$ cat src/rtl/instruction_fetch_if.sv
// Instruction memory request/response bus used by instruction_fetch.
// master: fetch unit (drives request), slave: instruction memory.
interface instruction_fetch_if;
    logic        imem_req;
    logic [31:0] imem_addr;
    logic        imem_gnt;
    logic        imem_rvalid;
    logic [31:0] imem_rdata;

    modport master (
        output imem_req,
        output imem_addr,
        input  imem_gnt,
        input  imem_rvalid,
        input  imem_rdata
    );

    modport slave (
        input  imem_req,
        input  imem_addr,
        output imem_gnt,
        output imem_rvalid,
        output imem_rdata
    );
endinterface

$ cat src/rtl/instruction_fetch.sv
// Instruction fetch stage: single-outstanding request to instruction memory,
// IF/ID pipeline register, stall hold buffer, redirect/flush squashing.
// Optional performance counters (fetch_cnt, stall_cnt) are built when the
// macro IFETCH_PERF_CNT_EN is defined.
module instruction_fetch #(
    parameter logic [31:0] RESET_PC = 32'h0000_0000
) (
    input  logic                clk,
    input  logic                reset,
    input  logic                pc_src,
    input  logic [31:0]         pc_branch,
    input  logic                if_stall,
    input  logic                if_flush,
    instruction_fetch_if.master imem,
    output logic [31:0]         IF_ID_pc,
    output logic [31:0]         IF_ID_inst,
    output logic [4:0]          IF_ID_rs1,
    output logic [4:0]          IF_ID_rs2,
    output logic                IF_ID_valid
`ifdef IFETCH_PERF_CNT_EN
    ,
    output logic [31:0]         fetch_cnt,
    output logic [31:0]         stall_cnt
`endif
);

    localparam logic [31:0] NOP = 32'h0000_0013;

    typedef enum logic [1:0] {IDLE, REQ, WAIT, HOLD} state_t;

    state_t      state;
    logic [31:0] pc;          // address of the request being issued or outstanding
    logic [31:0] pc_plus4;
    logic [31:0] hold_inst;
    logic        squash;

    logic        kill;         // redirect or flush this cycle
    logic        resp;         // response for the outstanding request arrives
    logic        deliver;      // in-order response goes straight into IF/ID
    logic        reissue;      // new request issued in the response cycle
    logic        release_hold; // held instruction goes into IF/ID

    // Response decode and combinational request path
    always_comb begin
        kill         = pc_src | if_flush;
        pc_plus4     = pc + 32'd4;
        resp         = (state == WAIT) && imem.imem_rvalid;
        deliver      = resp && !squash && !kill && !if_stall;
        // A squashed response is dropped and refetched at once, even while stalled
        reissue      = resp && !kill && (squash || !if_stall);
        release_hold = (state == HOLD) && !if_stall && !kill;
        imem.imem_req  = (state == REQ) || reissue;
        imem.imem_addr = deliver ? pc_plus4 : pc;
    end

    assign IF_ID_rs1 = IF_ID_inst[19:15];
    assign IF_ID_rs2 = IF_ID_inst[24:20];

    // Fetch FSM, PC, hold buffer and IF/ID register
    always_ff @(posedge clk) begin
        if (reset) begin
            state       <= IDLE;
            pc          <= RESET_PC;
            hold_inst   <= '0;
            squash      <= 1'b0;
            IF_ID_pc    <= '0;
            IF_ID_inst  <= NOP;
            IF_ID_valid <= 1'b0;
        end else begin
            if (kill) begin
                IF_ID_pc    <= '0;
                IF_ID_inst  <= NOP;
                IF_ID_valid <= 1'b0;
            end else if (deliver) begin
                IF_ID_pc    <= pc;
                IF_ID_inst  <= imem.imem_rdata;
                IF_ID_valid <= 1'b1;
            end else if (release_hold) begin
                IF_ID_pc    <= pc;
                IF_ID_inst  <= hold_inst;
                IF_ID_valid <= 1'b1;
            end else if (!if_stall) begin
                IF_ID_valid <= 1'b0;
            end

            if (pc_src) begin
                pc <= pc_branch & ~32'd3;
            end else if (deliver || release_hold) begin
                pc <= pc_plus4;
            end

            case (state)
                IDLE: state <= REQ;
                REQ: begin
                    if (imem.imem_gnt) begin
                        state  <= WAIT;
                        squash <= kill;
                    end
                end
                WAIT: begin
                    if (imem.imem_rvalid) begin
                        squash <= 1'b0;
                        if (reissue) begin
                            state <= imem.imem_gnt ? WAIT : REQ;
                        end else if (kill) begin
                            state <= REQ;
                        end else begin
                            // Stalled in-order response: park it, no refetch later
                            state     <= HOLD;
                            hold_inst <= imem.imem_rdata;
                        end
                    end else if (kill) begin
                        squash <= 1'b1;
                    end
                end
                HOLD: begin
                    if (kill || !if_stall) begin
                        state <= REQ;
                    end
                end
            endcase
        end
    end

`ifdef IFETCH_PERF_CNT_EN
    // Fetch and stall event counters, wrapping silently
    always_ff @(posedge clk) begin
        if (reset) begin
            fetch_cnt <= '0;
            stall_cnt <= '0;
        end else begin
            if (deliver || release_hold) begin
                fetch_cnt <= fetch_cnt + 32'd1;
            end
            if (if_stall) begin
                stall_cnt <= stall_cnt + 32'd1;
            end
        end
    end
`endif

endmodule

$ cat src/flat_wrapper.sv
// flat-port wrapper written by rule: the top's interface ports become plain ports
module instruction_fetch_flat 
#(
    parameter logic [31:0] RESET_PC = 32'h0000_0000
)
  (clk, reset, pc_src, pc_branch, if_stall, if_flush, IF_ID_pc, IF_ID_inst, IF_ID_rs1, IF_ID_rs2, IF_ID_valid, imem_imem_req, imem_imem_addr, imem_imem_gnt, imem_imem_rvalid, imem_imem_rdata);
  instruction_fetch_if imem_i ();
  input  logic clk;
  input  logic reset;
  input  logic pc_src;
  input  logic [31:0] pc_branch;
  input  logic if_stall;
  input  logic if_flush;
  output logic [31:0] IF_ID_pc;
  output logic [31:0] IF_ID_inst;
  output logic [4:0] IF_ID_rs1;
  output logic [4:0] IF_ID_rs2;
  output logic IF_ID_valid;
  output wire logic [$bits(imem_i.imem_req)-1:0] imem_imem_req;
  output wire logic [$bits(imem_i.imem_addr)-1:0] imem_imem_addr;
  input wire logic [$bits(imem_i.imem_gnt)-1:0] imem_imem_gnt;
  input wire logic [$bits(imem_i.imem_rvalid)-1:0] imem_imem_rvalid;
  input wire logic [$bits(imem_i.imem_rdata)-1:0] imem_imem_rdata;
  assign imem_imem_req = imem_i.imem_req;
  assign imem_imem_addr = imem_i.imem_addr;
  assign imem_i.imem_gnt = imem_imem_gnt;
  assign imem_i.imem_rvalid = imem_imem_rvalid;
  assign imem_i.imem_rdata = imem_imem_rdata;
  instruction_fetch #(.RESET_PC(RESET_PC)) u_core (.clk(clk), .reset(reset), .pc_src(pc_src), .pc_branch(pc_branch), .if_stall(if_stall), .if_flush(if_flush), .imem(imem_i), .IF_ID_pc(IF_ID_pc), .IF_ID_inst(IF_ID_inst), .IF_ID_rs1(IF_ID_rs1), .IF_ID_rs2(IF_ID_rs2), .IF_ID_valid(IF_ID_valid));
endmodule
$ cat config.mk
export PLATFORM = sky130hd
export DESIGN_NAME = instruction_fetch_flat
export DESIGN_NICKNAME = d
export VERILOG_FILES = /design/src/rtl/instruction_fetch_if.sv /design/src/rtl/instruction_fetch.sv /design/src/flat_wrapper.sv
export SDC_FILE = /design/constraint.sdc
export NUM_CORES = 1
export LEC_CHECK = 0
export CORE_ASPECT_RATIO = 1.5
export CORE_MARGIN = 10
export CORE_UTILIZATION = 52
export CTS_CLUSTER_SIZE = 30
export DETAILED_ROUTE_END_ITERATION = 10
export GPL_TIMING_DRIVEN = 0
export PLACE_DENSITY = 0.86
export SYNTH_ARGS = -nofsm -noshare
export SYNTH_HDL_FRONTEND = slang
export SYNTH_SLANG_ARGS = --single-unit
$ cat constraint.sdc
create_clock -name clk -period 4.2 [get_ports clk]
set_clock_uncertainty 0.1 [all_clocks]
set_input_delay 0.42 -clock clk [delete_from_list [all_inputs] [get_ports clk]]
set_output_delay 0.42 -clock clk [all_outputs]
set_load 0.05 [all_outputs]
; ---- Yosys cells after proc, flatten, opt, wreduce, memory -nomap -nowiden
; Index checks and enable logic that the tools add are counted.
[word_totals]
regBits = 132
inputBits = 71
[op_classes]
add_sub_neg = 1
eq_ne = 8
mux = 21
bitwise_logic = 3
reduce_logical = 24
[op_table]
columns = operator, n
row1 = 2-to-1 mux 32 bit, 7
row2 = "adder 32 x 3 -> 32 bit, second input constant", 1
row3 = 2-to-1 mux 2 bit, 6
row4 = logical AND 1 bit, 8
row5 = one-hot mux 2 bit (4 select lines), 1
row6 = 2-to-1 mux 1 bit, 6
row7 = "!= test 2 bit, second input constant", 3
row8 = AND reduction 3 bit, 2
row9 = nonzero test 2 bit, 3
row10 = "equality test 2 bit, second input constant", 2
row11 = logical OR 1 bit, 4
row12 = AND reduction 4 bit, 1
row13 = OR reduction 2 bit, 2
row14 = zero test 1 bit, 3
row15 = "!= test 3 x 1 -> 1 bit, second input constant", 1
row16 = "!= test 3 x 2 -> 1 bit, second input constant", 1
row17 = "equality test 2 x 1 -> 1 bit, second input constant", 1
row18 = zero test 2 bit, 1
row19 = inverter 1 bit, 2
row20 = one-hot mux 1 bit (2 select lines), 1
row21 = OR 1 bit, 1

; ---- Depth between registers and ports, before layout
; Gate-level depths: netlist of the first run.
[logic_depth]
ltp_word = 8
depth_mapped = 9
mapped_depth_nobuf = 7

; ---- Worst setup path after synthesis of the first run
; No wires, ideal clock.
[synth_timing]
path_type = input to output
startpoint = in if_flush
endpoint = out imem_imem_addr[20]
arrival_time_ns = 2.337
setup_slack_ns = 1.343
cell_stages = 6
path_buffers = 2
path_cell_list = buf_2 -> nand4bb_1 -> nor3_1 -> clkbuf_1 -> nand4_1 -> xnor2_1
[synth_via]
elab_chain_cells = 5
[synth_rtl]
columns = item, line
row1 = "start, declared", flat_wrapper.sv:13  ; input logic if_flush;
row2 = OR 1 bit, instruction_fetch.sv:45  ; kill = pc_src | if_flush;
row3 = zero test 1 bit, instruction_fetch.sv:48  ; deliver = resp && !squash && !kill && !if_stall;
row4 = logical AND 1 bit (2 in series), instruction_fetch.sv:48
row5 = 2-to-1 mux 32 bit, instruction_fetch.sv:53  ; imem.imem_addr = deliver ? pc_plus4 : pc;
row6 = "end, declared", flat_wrapper.sv:20  ; output wire logic [$bits(imem_i.imem_addr)-1:0] imem_imem_addr;
; Every way passes these cells.

; ---- Final worst setup path of the first run
[layout_timing]
startpoint = reg u_core.state[0]
endpoint = out imem_imem_addr[27]
[layout_via]
elab_chain_cells = 6
[layout_rtl]
columns = item, line
row1 = "start, declared", instruction_fetch.sv:31  ; state_t state;
row2 = "start signal, assigned", instruction_fetch.sv:104  ; state <= imem.imem_gnt ? WAIT : REQ;
row3 = equality test 2 bit, instruction_fetch.sv:47  ; resp = (state == WAIT) && imem.imem_rvalid;
row4 = logical AND 1 bit, instruction_fetch.sv:47
row5 = logical AND 1 bit (3 in series), instruction_fetch.sv:48
row6 = 2-to-1 mux 32 bit, instruction_fetch.sv:53
; Every way passes these cells.

==> impl_metrics.py, run 1 <==
metrics = {
    "drt": {
        "drtIter0Drc": 541,
        "drcViolationCount": 0,
        "drtPass1Iterations": 5,
        "wire_per_inst_um": 18.71,
        "final_antenna_net_count": 0,
        "via_count": 6962,
        "routed_via_density": 5.890,
        "routed_wl_um": 22120,
    },
    "synth": {
        "yosys-top-cells-area": "dfxtp_1, nand2_1, a21oi_1",
        "ys_seq_area_share_pct": 41.52,
        "synth_cells": 826,
        "synth_seq_cells": 128,
        "ys.flop_type": "dfxtp_1",
        "syn_area_sq_mm": 0.006171,
        "synth_common_cells": "nand2_1, dfxtp_1, a21oi_1, nor2_1, clkbuf_1",
        "synth.avg_cell_area_sq_um": 7.471,
        "synth_top_area_cell": "dfxtp_1",
        "async_flop_share_pct": 0,
        "synth_edf_count": 0,
        "synth_most_common_cell": "nand2_1",
        "synth_top_area_share_pct": 41.52,
        "yosysUniqueCellTypes": 51,
        "ys_warn_count": 0,
    },
    "floorplanning": {
        "die_x_um": 108.9,
        "fp.dieH_um": 153.4,
        "num_rows": 48,
        "core_sq_mm": 0.01159,
        "ios": 179,
        "die-area_sq_mm": 0.01671,
        "start_util_pct": 53.24,
    },
    "setup_path": {
        "worst-path-stages": 8,
        "crit_path_cell_trace": "inv_1 -> ha_1 -> and4bb_2 -> nand2_1 -> clkbuf_1 -> nor3_1 -> xor2_1 -> clkdlybuf4s50_1",
        "path_max_fanout": 10,
        "end_kind": "output pin",
        "crit_path_start": "u_core.state[0]",
        "max_stage_delay_ns": 0.89,
        "arrival_ns": 3.50,
        "worstSetupPathType": "reg2out",
        "r2r-end": "u_core.pc[28]",
        "cp.buffers_inverters": 3,
        "start_kind": "register",
        "crit_end": "imem_imem_addr[27]",
        "r2r.worst_path.cells": 7,
        "cp_slowest_cell": "clkdlybuf4s50_1",
        "cp.required_ns": 3.68,
        "critPathTopFamily": "buffers and inverters",
        "r2r-start": "u_core.state[0]",
        "r2r_slack_ns": 1.38,
    },
    "timing": {
        "setup_ws_ns": 0.1769,
        "finalSetupTns_ns": 0,
        "rsz0062_at_grt": "no",
        "setup_viol": 0,
        "final-max-slew-violation-count": 0,
        "period_needed_ns": 4.023,
        "slew_headroom_pct": 31.52,
        "post-route-period-util_pct": 95.79,
        "fmax_mhz": 248.6,
        "hold_violations": 0,
        "max_slew.worst_pin.slew_ns": 1.021,
    },
    "layout": {
        "drive_gt1_share_pct": 7.171,
        "nNetsFinal": 1094,
        "antenna_cells": 0,
        "n_fill_cell": 871,
        "area_growth_pct": 42.01,
    },
    "placement": {
        "pre_cts_ws_ns": 0.2604,
        "gp_congestion": 0.9596,
        "portBuffers": 171,
        "dp_hpwl_um": 15950,
    },
    "power": {
        "leakage_nw": 3.025,
        "clkPwrFrac_pct": 51.8,
        "switching_power_uw": 807.1,
        "p_per_area_mw_per_mm2": 376.5,
        "netSwitchingFraction_pct": 24.46,
        "p_int_mw": 2.493,
        "peakVddDrop_v": 0.0003521,
        "combPwrFrac_pct": 10.0,
        "seq_power_share_pct": 38.2,
    },
    "cts": {
        "cts-buffers-inserted": 17,
        "cts_sinks": 128,
        "root_buffer": "clkbuf_16",
        "cts_tree": "built",
        "hold_buffers": 0,
        "htree_levels": 4,
        "insertion_delay_ns": 0.42,
        "clk_pin_slew_ns": 0.06,
        "clockBufferDepth": 2,
    },
    "job": {
        "drv_cap": 0,
    },
    "global_routing": {
        "grt_pass1_vias": 6806,
        "grt_max_degree": 17,
        "antenna_found_initial": 0,
        "track_usage_pct": 25.83,
        "grt_first_pass_wirelength_um": 34820,
        "grt_overflow": 0,
    },
    "status": {
        "status": "completed",
    },
    "min_path": {
        "min_path_type": "in2reg",
    },
}
==> layout make-up <==
type / count / area [sq um] / share of cell area (%)
tap: 150 / 187.7 / 2.142
clock inverter: 15 / 255.2 / 2.913
inverter: 6 / 22.52 / 0.2570
multi-input combinational: 612 / 3213 / 36.66
sequential: 128 / 2562 / 29.24
buffer: 83 / 385.4 / 4.397
clock buffer: 17 / 425.4 / 4.854
timing repair buffer: 171 / 1712 / 19.53
==> registers in the layout (all words and copies together), names as in the netlist <==
name / count
u_core.hold_inst: 32
u_core.IF_ID_valid: 1
u_core.IF_ID_pc: 30
u_core.state: 2
u_core.IF_ID_inst: 32
u_core.squash: 1
u_core.pc: 30
==> worst min path at each step <==
stage	from	endpoint	slack, ns	cells past startpoint
3_5_place_dp	u_core.IF_ID_pc[19]	u_core.IF_ID_pc[19]	0.34	2
2_1_floorplan	u_core.hold_inst[0]	u_core.hold_inst[0]	0.34	2
5_1_grt	if_flush	u_core.IF_ID_inst[1]	0.32	3
4_1_cts	if_flush	u_core.IF_ID_inst[1]	0.28	3
3_3_place_gp	u_core.IF_ID_pc[19]	u_core.IF_ID_pc[19]	0.34	2
6_report	if_flush	u_core.IF_ID_inst[1]	0.29	3
==> cells in the final DEF (no fill, tap or decap), drive strengths merged, types with 5 or more instances in the layout <==
master	count
o21ai	22
a41oi	6
a311oi	30
or3	8
inv	9
clkdlybuf4s50	171
nand3	23
buf	38
a31oi	20
xnor2	12
nand2	235
or4	7
a21oi	90
dfxtp	128
nor3	20
and3	5
clkbuf	62
xor2	18
nor2	59
nand4	8
bufinv	6
==> timing repair <==
| item | in CTS | in global routing |
|---|---|---|
| buffers inserted | 0 | 0 |
| setup endpoints to repair | 0 | 3 |
| resized for setup | 0 | 2 |
==> metal layers <==
layer  share of wire [%]  vias up  global-route usage [%]  wire, um
li1                    -     3225                       -         -
met1                  35     3268                   27.37      7843
met2                  51      400                   44.45     11210
met3                  11       69                   8.123      2345
met4                 3.3        0                   12.54       721
met5                   0        -                       0         0
==> worst min-delay path, cell delays in order <==
cell	delay (ns)
buf_2	0.17
nor3_1	0.12
nand2_1	0.06
==> power by group through the flow <==
stage | clock (mW) | combinational, mW | sequential, mW
final | 1.71 | 0.331 | 1.26
after global routing | 1.77 | 0.350 | 1.26
after CTS | 1.71 | 0.327 | 1.26
after detailed placement | 0 | 0.323 | 1.29
after global placement | 0 | 0.322 | 1.28
after floorplan | 0 | 0.181 | 1.28
==> cell families (layout without fill, tap and decap cells) <==
family          count (synthesis)  count (layout)  share of synthesized area (%)
buf+inv                        89             292                          6.590
flops                         128             128                          41.52
other cells                     1               4                        0.06077
fa+ha+maj                       4               4                         0.8111
xor+xnor                       30              30                          4.258
mux                             1               1                         0.1825
simple gates                  383             383                          27.43
compound gates                190             190                          19.14
==> stage by stage <==
step           cell area [sq um]  util, %  hold WS [ns]  instances  power, mW
6_report                    8763    75.60        0.2906       1182      3.300
5_1_grt                     8763    75.60        0.3174       1182      3.383
4_1_cts                     8762    75.59        0.2758       1182      3.299
3_5_place_dp                8082    69.72        0.3450       1150      1.609
3_3_place_gp                8082    69.72        0.3389       1150      1.606
2_1_floorplan               6182        -        0.3366        829      1.460
No activity file was read; power rests on OpenSTA's default activity.
==> inputs of run 2 (changes only) <==
--- a/config.mk
+++ b/config.mk
@@ -8,7 +8,7 @@
 export CORE_ASPECT_RATIO = 1.5
 export CORE_MARGIN = 10
 export CORE_UTILIZATION = 52
-export CTS_CLUSTER_SIZE = 30
+export CTS_CLUSTER_SIZE = 28
 export DETAILED_ROUTE_END_ITERATION = 10
 export GPL_TIMING_DRIVEN = 0
 export PLACE_DENSITY = 0.86
==> constraint.sdc (replaced) <==
create_clock -name clk -period 4.2 [get_ports clk]
set_clock_uncertainty 0.1 [all_clocks]
set_input_delay 0.42 -clock clk [delete_from_list [all_inputs] [get_ports clk]]
set_output_delay 0.42 -clock clk [all_outputs]
set_load 0.01 [all_outputs]
==> run 2 against run 1 <==
Routed wire length decreased by 0.11%. Power is 1.7% lower. Largest power group unchanged. Clock power hardly changed. First-iteration DRC count is 2.0% lower. Sequential cell count stayed put. Critical path type unchanged. Setup slack better by 0.17 ns. Utilization barely moved.
==> impl_metrics.py, run 2 (synthesis gave the netlist of run 1 again) <==
metrics = {
    "drt": {
        "final_antenna_net_count": 0,
        "drtIter0Drc": 530,
        "wire_per_inst_um": 18.69,
        "routed_via_density": 5.859,
        "routed_wl_um": 22090,
        "drcViolationCount": 0,
        "via_count": 6925,
        "drtPass1Iterations": 6,
    },
    "job": {
        "drv_cap": 0,
    },
    "layout": {
        "layout_common_cells": "nand2_1, clkdlybuf4s50_1, dfxtp_1",
        "nNetsFinal": 1094,
        "final_cells": 1182,
        "fin_util_pct": 75.59,
        "antenna_cells": 0,
        "area_growth_pct": 41.99,
        "layout_commonest_cell": "nand2_1",
        "reg_top3": "u_core.IF_ID_inst (32), u_core.hold_inst (32)",
        "drive_gt1_share_pct": 7.074,
        "n_fill_cell": 871,
    },
    "setup_path": {
        "cp.required_ns": 3.68,
        "end_kind": "output pin",
        "worstSetupPathType": "reg2out",
        "cp.buffers_inverters": 3,
        "crit_path_cell_trace": "inv_1 -> ha_1 -> nand4bb_1 -> nor3_1 -> clkbuf_1 -> nand4_1 -> xnor2_1 -> clkdlybuf4s50_1",
        "start_kind": "register",
        "arrival_ns": 3.33,
        "r2r_slack_ns": 1.34,
        "path_max_fanout": 10,
        "critPathTopFamily": "buffers and inverters",
        "cp_slowest_cell": "clkdlybuf4s50_1",
        "max_stage_delay_ns": 0.56,
    },
    "min_path": {
        "min_path_type": "in2reg",
    },
    "global_routing": {
        "grt_util_met2_pct": 44.45,
        "grt_pass1_vias": 6806,
        "met1_usage_pct": 27.37,
        "grt_util_met3_pct": 8.123,
        "grt_first_pass_wirelength_um": 34820,
        "grt_max_degree": 17,
        "track_usage_pct": 25.83,
        "antenna_found_initial": 0,
        "grt_overflow": 0,
        "grt_most_used_layer": "met2",
    },
    "floorplanning": {
        "die_x_um": 108.9,
        "ios": 179,
        "num_rows": 48,
        "start_util_pct": 53.24,
        "core_sq_mm": 0.01159,
        "fp.dieH_um": 153.4,
        "die-area_sq_mm": 0.01671,
    },
    "timing": {
        "final-max-slew-violation-count": 0,
        "post-route-period-util_pct": 91.66,
        "setup_viol": 0,
        "rsz0062_at_grt": "no",
        "holdWs_ns": 0.2851,
        "finalSetupTns_ns": 0,
        "hold_violations": 0,
        "fmax_mhz": 259.7,
        "period_needed_ns": 3.850,
        "max_slew.worst_pin.slew_ns": 1.030,
        "slew_headroom_pct": 30.89,
    },
    "power": {
        "p_per_area_mw_per_mm2": 370.1,
        "leakage_nw": 3.022,
        "peakVddDrop_v": 0.0003517,
        "finalPower_mw": 3.243,
    },
    "cts": {
        "clockBufferDepth": 2,
        "cts_setup_buffers": 0,
        "cts-buffers-inserted": 17,
        "cts_sinks": 128,
        "cts.repair.resized": 0,
        "cts_tree": "built",
        "clk_pin_slew_ns": 0.06,
        "hold_buffers": 0,
        "root_buffer": "clkbuf_16",
        "htree_levels": 4,
        "insertion_delay_ns": 0.43,
    },
    "placement": {
        "dp_hpwl_um": 15950,
        "place_inst": 1150,
        "gp_congestion": 0.9596,
        "portBuffers": 171,
    },
    "status": {
        "status": "completed",
    },
}
[run 2: cell counts in the layout (fill, tap and decap cells not counted)]
Identical to the previous run, type by type.
[run 2: path summary, 6_finish.rpt]
kind / endpoint / depth (start not counted) / from
worst max-delay path: imem_imem_addr[22] / 8 / u_core.state[0]
worst min-delay path: u_core.IF_ID_inst[1] / 3 / if_flush
worst max register to register: u_core.pc[22] / 7 / u_core.state[0]
worst min register to register: u_core.IF_ID_pc[6] / 2 / u_core.IF_ID_pc[6]
[run 2: metrics by stage]
stage | cell area (sq um) | setup WS (ns)
after floorplan | 6182 | 1.938
after global placement | 8082 | 0.5780
after detailed placement | 8082 | 0.5275
after CTS | 8762 | 0.4141
after global routing | 8762 | 0.2196
final | 8762 | 0.3501
[run 2: area by class of cell]
| type | instances | area, sq um | area share, % |
|---|---|---|---|
| multi-input cells | 612 | 3213 | 36.67 |
| flip-flops and latches | 128 | 2562 | 29.24 |
| repair buffers | 171 | 1712 | 19.53 |
| clock buffers | 17 | 425.4 | 4.855 |
| plain buffers | 83 | 384.1 | 4.384 |
| clock inverters | 15 | 255.2 | 2.913 |
| well taps | 150 | 187.7 | 2.142 |
| inverters | 6 | 22.52 | 0.2570 |
[run 2: per-layer routing]
metal,vias up,wire (um)
met4,0,806
met5,-,0
met1,3249,7928
met2,383,11100
li1,3226,-
met3,67,2254
[run 2: worst reg2reg max path: cells and delay by family (launching register included)]
family,cells,cell delay (ns)
AND/OR/NAND/NOR,1,0.31
AO/OA/AOI/OAI,3,1.21
buffers and inverters,2,0.48
adder cells (fa/ha/maj),1,0.28
flip-flops,1,0.40
[run 2: power by group]
group / leakage [nW] / internal (mW) / total [mW] / switching [mW]
registers: 1.04 / 1.24 / 1.26 / 0.0263
clock network: 0.326 / 1.12 / 1.71 / 0.590
logic: 1.66 / 0.136 / 0.270 / 0.134
total: 3.02 / 2.49 / 3.24 / 0.750
